[config.mk]
export PLATFORM = sky130hd
export DESIGN_NAME = mux_reg_arb
export DESIGN_NICKNAME = d
export VERILOG_FILES = /design/src/rtl/mux_reg_arb.sv
export SDC_FILE = /design/constraint.sdc
export NUM_CORES = 1
export LEC_CHECK = 0
export BUFFER_PORTS_ARGS = -buffer_cell sky130_fd_sc_hd__buf_2
export CAP_MARGIN = 10
export CORE_MARGIN = 4
export CORE_UTILIZATION = 43
export DETAILED_ROUTE_END_ITERATION = 6
export PLACE_DENSITY = 0.83
export SLEW_MARGIN = 30
export SYNTH_ARGS = -nofsm -noshare
export SYNTH_HDL_FRONTEND = slang
export SYNTH_SLANG_ARGS = --single-unit
[constraint.sdc]
create_clock -name clk -period 3.8 [get_ports clk]
set_input_delay 0.76 -clock clk [delete_from_list [all_inputs] [get_ports clk]]
set_output_delay 0.76 -clock clk [all_outputs]
set_load 0.05 [all_outputs]
[src/rtl/mux_reg_arb.sv]
// N-channel, W-bit selector with a one-entry valid/ready output register.
// Round-robin arbitration is built only when MUX_REG_ARB_RR_EN is defined.
module mux_reg_arb #(
  parameter int NCH = 4,
  parameter int W   = 8,
  localparam int SELW = $clog2(NCH)
) (
  input  logic              clk,
  input  logic              resetn,
  input  logic [NCH*W-1:0]  in_data,
  input  logic [NCH-1:0]    in_valid,
  output logic [NCH-1:0]    in_ready,
  input  logic [SELW-1:0]   sel,
  input  logic              mode,
  output logic [W-1:0]      out_data,
  output logic [SELW-1:0]   out_ch,
  output logic              out_valid,
  input  logic              out_ready
);

  logic            ld, gnt, rr_mode;
  logic [SELW-1:0] g;
  logic [W-1:0]    g_data;

  assign ld = !out_valid || out_ready;

`ifdef MUX_REG_ARB_RR_EN
  logic [SELW-1:0] rr_ptr;
  assign rr_mode = mode;
`else
  logic unused_mode;
  assign unused_mode = mode;
  assign rr_mode     = 1'b0;
`endif

  always_comb begin
    gnt = 1'b0;
    g   = '0;
`ifdef MUX_REG_ARB_RR_EN
    if (rr_mode) begin
      // scan rr_ptr, rr_ptr+1, ... wrapping at NCH; first requester wins
      for (int i = 0; i < NCH; i++) begin
        int idx;
        idx = (int'(rr_ptr) + i) % NCH;
        if (!gnt && in_valid[idx]) begin
          gnt = 1'b1;
          g   = SELW'(idx);
        end
      end
    end else
`endif
    begin
      // compare against each legal index so an out-of-range sel never grants
      for (int k = 0; k < NCH; k++) begin
        if (!gnt && sel == SELW'(k) && in_valid[k]) begin
          gnt = 1'b1;
          g   = SELW'(k);
        end
      end
    end
  end

  always_comb begin
    g_data = '0;
    for (int k = 0; k < NCH; k++)
      if (g == SELW'(k)) g_data = in_data[k*W +: W];
  end

  genvar k;
  generate
    for (k = 0; k < NCH; k++) begin : g_rdy
      assign in_ready[k] = !resetn && ld && gnt && (g == SELW'(k));
    end
  endgenerate

  always_ff @(posedge clk or posedge resetn) begin
    if (resetn) begin
      out_data  <= '0;
      out_ch    <= '0;
      out_valid <= 1'b0;
    end else if (ld) begin
      if (gnt) begin
        out_data  <= g_data;
        out_ch    <= g;
        out_valid <= 1'b1;
      end else begin
        out_valid <= 1'b0;
      end
    end
  end

`ifdef MUX_REG_ARB_RR_EN
  always_ff @(posedge clk or posedge resetn) begin
    if (resetn)
      rr_ptr <= '0;
    else if (ld && gnt && rr_mode)
      rr_ptr <= (g == SELW'(NCH-1)) ? '0 : g + 1'b1;
  end
`endif

endmodule

==> flow_summary.ini, run 1 <==
[sta]
setup_viol = 0
skew_ps = 0.402
slew_headroom_pct = 63.3
slew_viol_final = 0
min_period_over_period_pct = 83.8
finalSetupTns_ps = 0
fin_hold_ws_ps = 487
rsz0062_at_grt = false
max_freq_mhz = 314
final-hold-violation-count = 0
worstMarginPinSlew_ps = 548
final_period_minus_worst_setup_slack_ps = 3180

[hold_path]
holdCritStartpoint = out_data[5]$_DFFE_PP0P_
holdPathStages = 1
hp-class = register to register
holdPathEnd = out_data[5]$_DFFE_PP0P_

[floorplanning]
floorplan.die_area_sq_um = 2640
rows = 15
core-area_sq_um = 1760
die_height_um = 51.4
io_pins = 57
die_w_um = 51.4
initial_core_util_pct = 46.0

[grt]
grt_first_pass_wirelength_mm = 3.71
grt_pass1_vias = 879
antenna_found_initial = 0
grtUsageTotal_pct = 18.3
grt_max_degree = 18
grt-ovfl-total = 0

[synth]
yosysSeqAreaShare_pct = 34.0
syn-num-nets = 128
synth_ff_type = dfrtp_1
async_reset_ff_share_pct = 100
ys.warnings.count = 0
synthesis.instances = 86
ys_ff_latch = 11
ys_types = 30
synth-adder-area-share_pct = 0
synth_top_family_by_area = compound AO/OA/AOI/OAI gates
synthSimpleGateAreaFrac_pct = 19.1
synth_compound_area_share_pct = 37.3
synthMuxAreaShare_pct = 3.86
synth_area_sq_um = 811
avgSynthCellArea_sq_um = 9.43
synth_xor_area_share_pct = 0
synth_edf_count = 0

[route]
drt-initial-drc-count = 24
drt-wirelength-per-cell_um = 14.5
finalWirelength_mm = 2.39
dr.pass1.iters = 4
drc = 0
antenna_left = 0
vias_per_cell = 5.59
num_vias = 923

[power]
p_clk_share_pct = 17.1
power_density_nw_per_um2 = 410
seqPwrFrac_pct = 33.8
pwr-share-comb_pct = 49.1
power_switching_uw = 211
vdd_ir_drop_max_mv = 0.311
p_int_uw = 250
leakage_uw = 0.000531
total_power_uw = 461
p_sw_share_pct = 45.7

[final_layout]
final_cell_mix = buf_2, o2bb2ai_1, dfrtp_1
fillers = 191
drive_gt1_share_pct = 47.1
final_common_cell = buf_2
fin_area_sq_um = 1120
nets = 183
final_cells = 165
antennaDiodeCount = 0
syn_to_final_growth_pct = 38.6

[clock_network]
clk_pin_slew_worst_paths_ps = 70
cts_hold_buf = 0
cts_sinks = 11
root_buffer = clkbuf_4
cts-resized-gates = 0
cts_buffer_depth = 2
cts_buffers = 3
cts_setup_buffers = 0
clkLatencyLatePin_ps = 270
cts_tree = done
h-tree-depth = 1

[setup_path]
worstSetupEndpointType = output port
r2r_setup_slack_ps = 2250
criticalPathCategory = primary input to output port
crit_slowest_cell = a211oi_4
worstPathMaxFanout = 15
cp_common_cell = buf_2
setup.worst_path.start_class = primary input
slowest_delay_ps = 540
r2r-start = out_valid$_DFFE_PP0N_
crit_chain = buf_2 -> nand2b_1 -> a211oi_4 -> nor2_4 -> nor4_2 -> buf_2
worst_ep_required_time_ps = 3040
crit_arrival_ps = 2420
r2r_end = out_ch[0]$_DFFE_PP0P_
rr_worst_depth = 5

[flow_run]
cap_viol_max_count = 0

[place]
placed_cells = 161
portBuffers = 55
gp_congestion = 0.824
hpwl_mm = 1.91
place_area_sq_um = 1100

[run_status]
status = finished, final reports clean
## critical path, delay by kind of cell
kind                   cells  cell delay, ps
AO/OA/AOI/OAI              1             540
buffers and inverters      2             480
AND/OR/NAND/NOR            3             640
## logic make-up after synthesis
logic type / count (synthesis)
DFF: 11
muxes: 3
buffers and inverters: 11
and+or+nand+nor: 23
AOI/OAI and AO/OA: 38
## registers in the layout (all words and copies together), names as in the netlist
register,flops
out_data,8
out_ch,2
out_valid,1
## area by class of cell
class | instances | area (sq um) | area share [%]
Tap cell | 25 | 31.3 | 2.78
Multi-Input combinational cell | 64 | 489 | 43.5
Sequential cell | 11 | 275 | 24.5
Inverter | 5 | 18.8 | 1.67
Clock buffer | 4 | 26.3 | 2.34
Timing Repair Buffer | 56 | 283 | 25.2
## metrics by stage
step                      utilization, %  setup WS, ps
after floorplan                        -           438
after detailed placement            62.2           616
after CTS                           63.7           620
after global placement              62.2           662
final                               63.7           617
after global routing                63.7           494
## synth_stat cells, drive strengths merged, types with 2 or more instances
cell / instances / area share (%)
nand3b: 7 / 6.5
buf: 4 / 2.5
clkbuf: 2 / 0.93
nand2: 4 / 2.2
dfrtp: 11 / 34
o2bb2ai: 15 / 16
nor2: 3 / 2.3
mux2i: 2 / 2.5
a21oi: 3 / 2.3
a221oi: 7 / 7.6
nor4: 3 / 3.1
inv: 5 / 2.3
o21ai: 7 / 4.3
## routing by layer
metal / wire length [um] / part of all wire, % / global-route usage [%] / vias up
met5: 0 / 0 / 0 / -
met4: 4 / 0.17 / 5.24 / 0
met3: 200 / 8.4 / 5.54 / 4
met2: 1200 / 50 / 29.7 / 46
met1: 982 / 41 / 23.4 / 424
li1: - / - / - / 449
## power groups by stage
stage | clock [uW] | combinational [uW] | sequential (uW)
after floorplan | 0 | 70.9 | 249
after global placement | 0 | 224 | 157
after detailed placement | 0 | 227 | 157
after CTS | 80.5 | 228 | 156
after global routing | 88.1 | 240 | 159
final | 78.6 | 226 | 156
## worst max path at each step
stage,cells past startpoint,startpoint,slack [ps],endpoint
2_1_floorplan,3,sel[1],440,in_ready[2]
3_3_place_gp,6,sel[0],660,in_ready[1]
3_5_place_dp,6,sel[0],620,in_ready[1]
6_report,6,sel[0],620,in_ready[1]
5_1_grt,6,sel[0],490,in_ready[1]
4_1_cts,6,sel[0],620,in_ready[1]
No activity file was read; power rests on OpenSTA's default activity.
==> run 2: changes to the inputs <==
--- a/config.mk
+++ b/config.mk
@@ -8,9 +8,9 @@
 export BUFFER_PORTS_ARGS = -buffer_cell sky130_fd_sc_hd__buf_2
 export CAP_MARGIN = 10
 export CORE_MARGIN = 4
-export CORE_UTILIZATION = 43
+export CORE_UTILIZATION = 40
 export DETAILED_ROUTE_END_ITERATION = 6
-export PLACE_DENSITY = 0.83
+export PLACE_DENSITY = 0.78
 export SLEW_MARGIN = 30
 export SYNTH_ARGS = -nofsm -noshare
 export SYNTH_HDL_FRONTEND = slang
==> constraint.sdc (replaced) <==
create_clock -name clk -period 2.95 [get_ports clk]
set_input_delay 0.59 -clock clk [delete_from_list [all_inputs] [get_ports clk]]
set_output_delay 0.59 -clock clk [all_outputs]
set_load 0.05 [all_outputs]
==> run 2 against run 1 <==
Clock power grew 36%. Critical path depth is the same. Critical endpoint unchanged. Largest cell class unchanged. Combinational power grew 31%.
==> flow_summary.ini, run 2 (synthesis gave the netlist of run 1 again) <==
[run_status]
status = finished, final reports clean

[sta]
max_freq_mhz = 393
worstMarginPinSlew_ps = 601
rsz0062_at_grt = false
final_period_minus_worst_setup_slack_ps = 2540
final-hold-violation-count = 0
slew_headroom_pct = 59.8
min_period_over_period_pct = 86.2
slew_viol_final = 0
skew_ps = 1.02
setup_viol = 0

[floorplanning]
die_height_um = 53.0
core-area_sq_um = 1940
rows = 16
io_pins = 57
floorplan.die_area_sq_um = 2810
die_w_um = 53.0
initial_core_util_pct = 41.8

[route]
dr.pass1.iters = 4
finalWirelength_mm = 2.48
drt-wirelength-per-cell_um = 14.7
num_vias = 934
drt-initial-drc-count = 19
vias_per_cell = 5.53
antenna_left = 0
drc = 0

[setup_path]
crit_chain = buf_2 -> mux2i_1 -> nor3_2 -> nor2_4 -> nor4_2 -> buf_2
criticalPathCategory = primary input to output port
worst_ep_required_time_ps = 2360
worstSetupEndpointType = output port
crit_slowest_cell = nor3_2
worstPathMaxFanout = 15
slowest_delay_ps = 370
setup.worst_path.start_class = primary input
cp_common_cell = buf_2
crit_arrival_ps = 1950

[final_layout]
final_common_cell = buf_2
antennaDiodeCount = 0
regMostFlops = out_data
largest_reg_flops = 8
syn_to_final_growth_pct = 41.4
final_cells = 169
final_cell_mix = buf_2, o2bb2ai_1, dfrtp_1
reg_top3 = out_data x8, out_ch x2, out_valid x1
drive_gt1_share_pct = 48.6
nets = 185

[grt]
grt-ovfl-total = 0
grt_first_pass_wirelength_mm = 3.78
grtUsageTotal_pct = 18.2
grt_pass1_vias = 875
grt_max_degree = 18
antenna_found_initial = 0

[place]
portBuffers = 55
gp_congestion = 0.799
hpwl_mm = 1.97
placed_cells = 165

[clock_network]
cts_setup_buffers = 0
root_buffer = clkbuf_4
clkLatencyLatePin_ps = 270
cts_buffer_depth = 2
cts_buffers = 3
h-tree-depth = 1
clk_pin_slew_worst_paths_ps = 70
cts_sinks = 11
cts-resized-gates = 0
cts_hold_buf = 0
cts_tree = done

[power]
leakage_uw = 0.000543
power_density_nw_per_um2 = 527
total_power_uw = 604
vdd_ir_drop_max_mv = 0.411

[hold_path]
hp-class = primary input to asynchronous set/reset pin

[flow_run]
cap_viol_max_count = 0
run 2: cell count changes in the layout (fill, tap and decap cells not counted):
cell,delta
buf_4,+2
nor3b_1,-1
nor3b_2,+1
run 2: area by class of cell:
type                            count  area (sq um)
Inverter                            5          18.8
Sequential cell                    11           275
Timing Repair Buffer               58           298
Fill cell                         192           796
Tap cell                           27          33.8
Multi-Input combinational cell     64           494
Clock buffer                        4          26.3
run 2: per-stage QoR:
| step | utilization, % | hold WS (ps) | area, sq um | TNS [ps] | setup WS (ps) |
|---|---|---|---|---|---|
| after global routing | 59.0 | 368 | 1150 | 0 | 264 |
| after global placement | 57.7 | 471 | 1120 | 0 | 456 |
| final | 59.0 | 341 | 1150 | 0 | 407 |
| after detailed placement | 57.7 | 476 | 1120 | 0 | 418 |
| after floorplan | - | 442 | 816 | -144 | -72.1 |
| after CTS | 59.0 | 348 | 1150 | 0 | 408 |
run 2: power breakdown:
part           switching (uW)  internal [uW]
sequential               17.8            184
clock                    54.8           52.5
combinational             207           88.0
total                     279            324
run 2: path summary, 6_finish.rpt:
check / from / to / slack, ps / cells past startpoint
setup / recovery: sel[0] / in_ready[1] / 410 / 6
hold / removal: resetn / out_ch[0]$_DFFE_PP0P_ / 340 / 2
setup reg to reg: out_valid$_DFFE_PP0N_ / out_ch[0]$_DFFE_PP0P_ / 1450 / 4
hold reg to reg: out_data[0]$_DFFE_PP0P_ / out_data[0]$_DFFE_PP0P_ / 490 / 1
max in group asynchronous: resetn / out_data[5]$_DFFE_PP0P_ / 2320 / 2
min in group clk: out_data[0]$_DFFE_PP0P_ / out_data[0]$_DFFE_PP0P_ / 490 / 1
run 2: worst max-delay path: cells and delay by family:
| kind | cells | cell delay [ps] |
|---|---|---|
| buffers and inverters | 2 | 550 |
| multiplexers | 1 | 160 |
| AND/OR/NAND/NOR | 3 | 660 |
run 2: per-layer routing:
metal	vias to the layer above	track usage, %	routed length [um]
met2	37	30.4	1180
met4	0	5.11	28
li1	456	-	-
met3	5	4.23	181
met1	436	23.3	1090
met5	-	0	0
==> run 3: changes to the inputs <==
--- a/config.mk
+++ b/config.mk
@@ -8,9 +8,10 @@
 export BUFFER_PORTS_ARGS = -buffer_cell sky130_fd_sc_hd__buf_2
 export CAP_MARGIN = 10
 export CORE_MARGIN = 4
-export CORE_UTILIZATION = 40
+export CORE_UTILIZATION = 42
+export CTS_BUF_LIST = sky130_fd_sc_hd__clkbuf_8
 export DETAILED_ROUTE_END_ITERATION = 6
-export PLACE_DENSITY = 0.78
+export PLACE_DENSITY = 0.82
 export SLEW_MARGIN = 30
 export SYNTH_ARGS = -nofsm -noshare
 export SYNTH_HDL_FRONTEND = slang
==> run 3 against run 2 <==
Maximum frequency fell by 0.47%. Power rose by 6.9%. Clock power rose by 39%. Sequential share of layout area fell by 0.34 points. Via count rose by 1.2%. Clock-buffer cell count fell by 1. Critical path depth did not move. Final cell count fell by 1.2%. Utilization rose by 6.2 points. First-iteration DRC count fell by 21%. Hold slack improved by 43 ps. Critical endpoint unchanged. Largest power group unchanged.
==> flow_summary.ini, run 3 (synthesis gave the netlist of run 1 again) <==
[sta]
rsz0062_at_grt = false
final-hold-violation-count = 0
min_period_over_period_pct = 86.6
setup_viol = 0
skew_ps = 0.898
worstMarginPinSlew_ps = 607
max_freq_mhz = 391
slew_viol_final = 0
finalSetupTns_ps = 0
slew_headroom_pct = 59.4
final_period_minus_worst_setup_slack_ps = 2560
fin_hold_ws_ps = 384

[clock_network]
root_buffer = clkbuf_8
cts_tree = done
clk_pin_slew_worst_paths_ps = 50
h-tree-depth = 1
cts_setup_buffers = 0
clkLatencyLatePin_ps = 240
cts_buffer_depth = 2
cts_sinks = 11
cts_hold_buf = 0
cts_buffers = 3
cts-resized-gates = 0

[final_layout]
final_common_cell = buf_2
utilization_pct = 65.2
syn_to_final_growth_pct = 43.4
final_cell_mix = buf_2, o2bb2ai_1, dfrtp_1
regMostFlops = out_data
antennaDiodeCount = 0
fillers = 172
largest_reg_flops = 8
drive_gt1_share_pct = 48.6
reg_top3 = out_data x8, out_ch x2, out_valid x1
nets = 185

[setup_path]
worstSetupEndpointType = output port
crit_chain = buf_2 -> mux2i_1 -> nor3_2 -> nor2_4 -> nor4_2 -> buf_2
crit_arrival_ps = 1970
crit_slowest_cell = nor3_2
slowest_delay_ps = 400
worst_ep_required_time_ps = 2360
rr_worst_depth = 4
cp_common_cell = buf_2
setup.worst_path.start_class = primary input
worstSetupStartpoint = sel[0]
r2r-start = out_valid$_DFFE_PP0N_
criticalPathCategory = primary input to output port
worstPathMaxFanout = 15

[route]
drt-wirelength-per-cell_um = 14.9
num_vias = 945
antenna_left = 0
finalWirelength_mm = 2.49
dr.pass1.iters = 4
drt-initial-drc-count = 15
vias_per_cell = 5.66
drc = 0

[hold_path]
hp-class = primary input to asynchronous set/reset pin

[floorplanning]
initial_core_util_pct = 45.5
io_pins = 57
rows = 15
core-area_sq_um = 1780
die_height_um = 51.9
die_w_um = 51.9
floorplan.die_area_sq_um = 2700

[grt]
grtUsageTotal_pct = 19.1
antenna_found_initial = 0
grt_max_degree = 18
grt_first_pass_wirelength_mm = 3.89
grt-ovfl-total = 0
grt_pass1_vias = 931

[power]
leakage_uw = 0.000555
power_density_nw_per_um2 = 555
total_power_uw = 645
vdd_ir_drop_max_mv = 0.391

[run_status]
status = finished, final reports clean

[place]
portBuffers = 55
hpwl_mm = 1.98
gp_congestion = 0.793

[flow_run]
cap_viol_max_count = 0
[run 3: cell count changes in the layout (fill, tap and decap cells not counted), sizes merged]
cell and delta:
inv +1, clkbuf -1
[run 3: layer usage]
layer | wire length, um | track usage, % | vias to the layer above
met4 | 29 | 6.55 | 0
met3 | 173 | 5.16 | 4
li1 | - | - | 456
met5 | 0 | 0 | -
met2 | 1260 | 32.6 | 37
met1 | 1020 | 22.7 | 448
[run 3: critical path, delay by kind of cell]
family                 cells  cell delay [ps]
buffers and inverters      2              540
AND/OR/NAND/NOR            3              690
multiplexers               1              150
[run 3: path summary, 6_finish.rpt]
check | endpoint | slack [ps]
hold reg to reg | out_data[5]$_DFFE_PP0P_ | 480
setup / recovery | in_ready[1] | 390
max in group asynchronous | out_data[4]$_DFFE_PP0P_ | 2280
hold / removal | out_data[3]$_DFFE_PP0P_ | 380
setup reg to reg | out_ch[0]$_DFFE_PP0P_ | 1440
min in group clk | out_data[5]$_DFFE_PP0P_ | 480
[run 3: report_power, final]
| part | total, uW | leakage (uW) | switching, uW | internal, uW |
|---|---|---|---|---|
| Clock | 149 | 0.0000269 | 57.6 | 91.4 |
| Sequential | 202 | 0.000135 | 17.5 | 184 |
| Combinational | 295 | 0.000394 | 207 | 88.1 |
[run 3: area by class of cell]
class                   instances  area, sq um  area share, %
clock buffers                   3         41.3           3.55
clock inverters                 1         3.75          0.323
inverters                       5         18.8           1.61
multi-input cells              64          494           42.5
flip-flops and latches         11          275           23.7
well taps                      25         31.3           2.69
repair buffers                 58          298           25.6
[run 3: stage by stage]
| stage | setup WS (ps) | area (sq um) | cells |
|---|---|---|---|
| 3_5_place_dp | 407 | 1120 | 163 |
| 3_3_place_gp | 433 | 1120 | 163 |
| 5_1_grt | 245 | 1160 | 167 |
| 6_report | 395 | 1160 | 167 |
| 2_1_floorplan | -72.1 | 816 | 86 |
| 4_1_cts | 386 | 1160 | 167 |
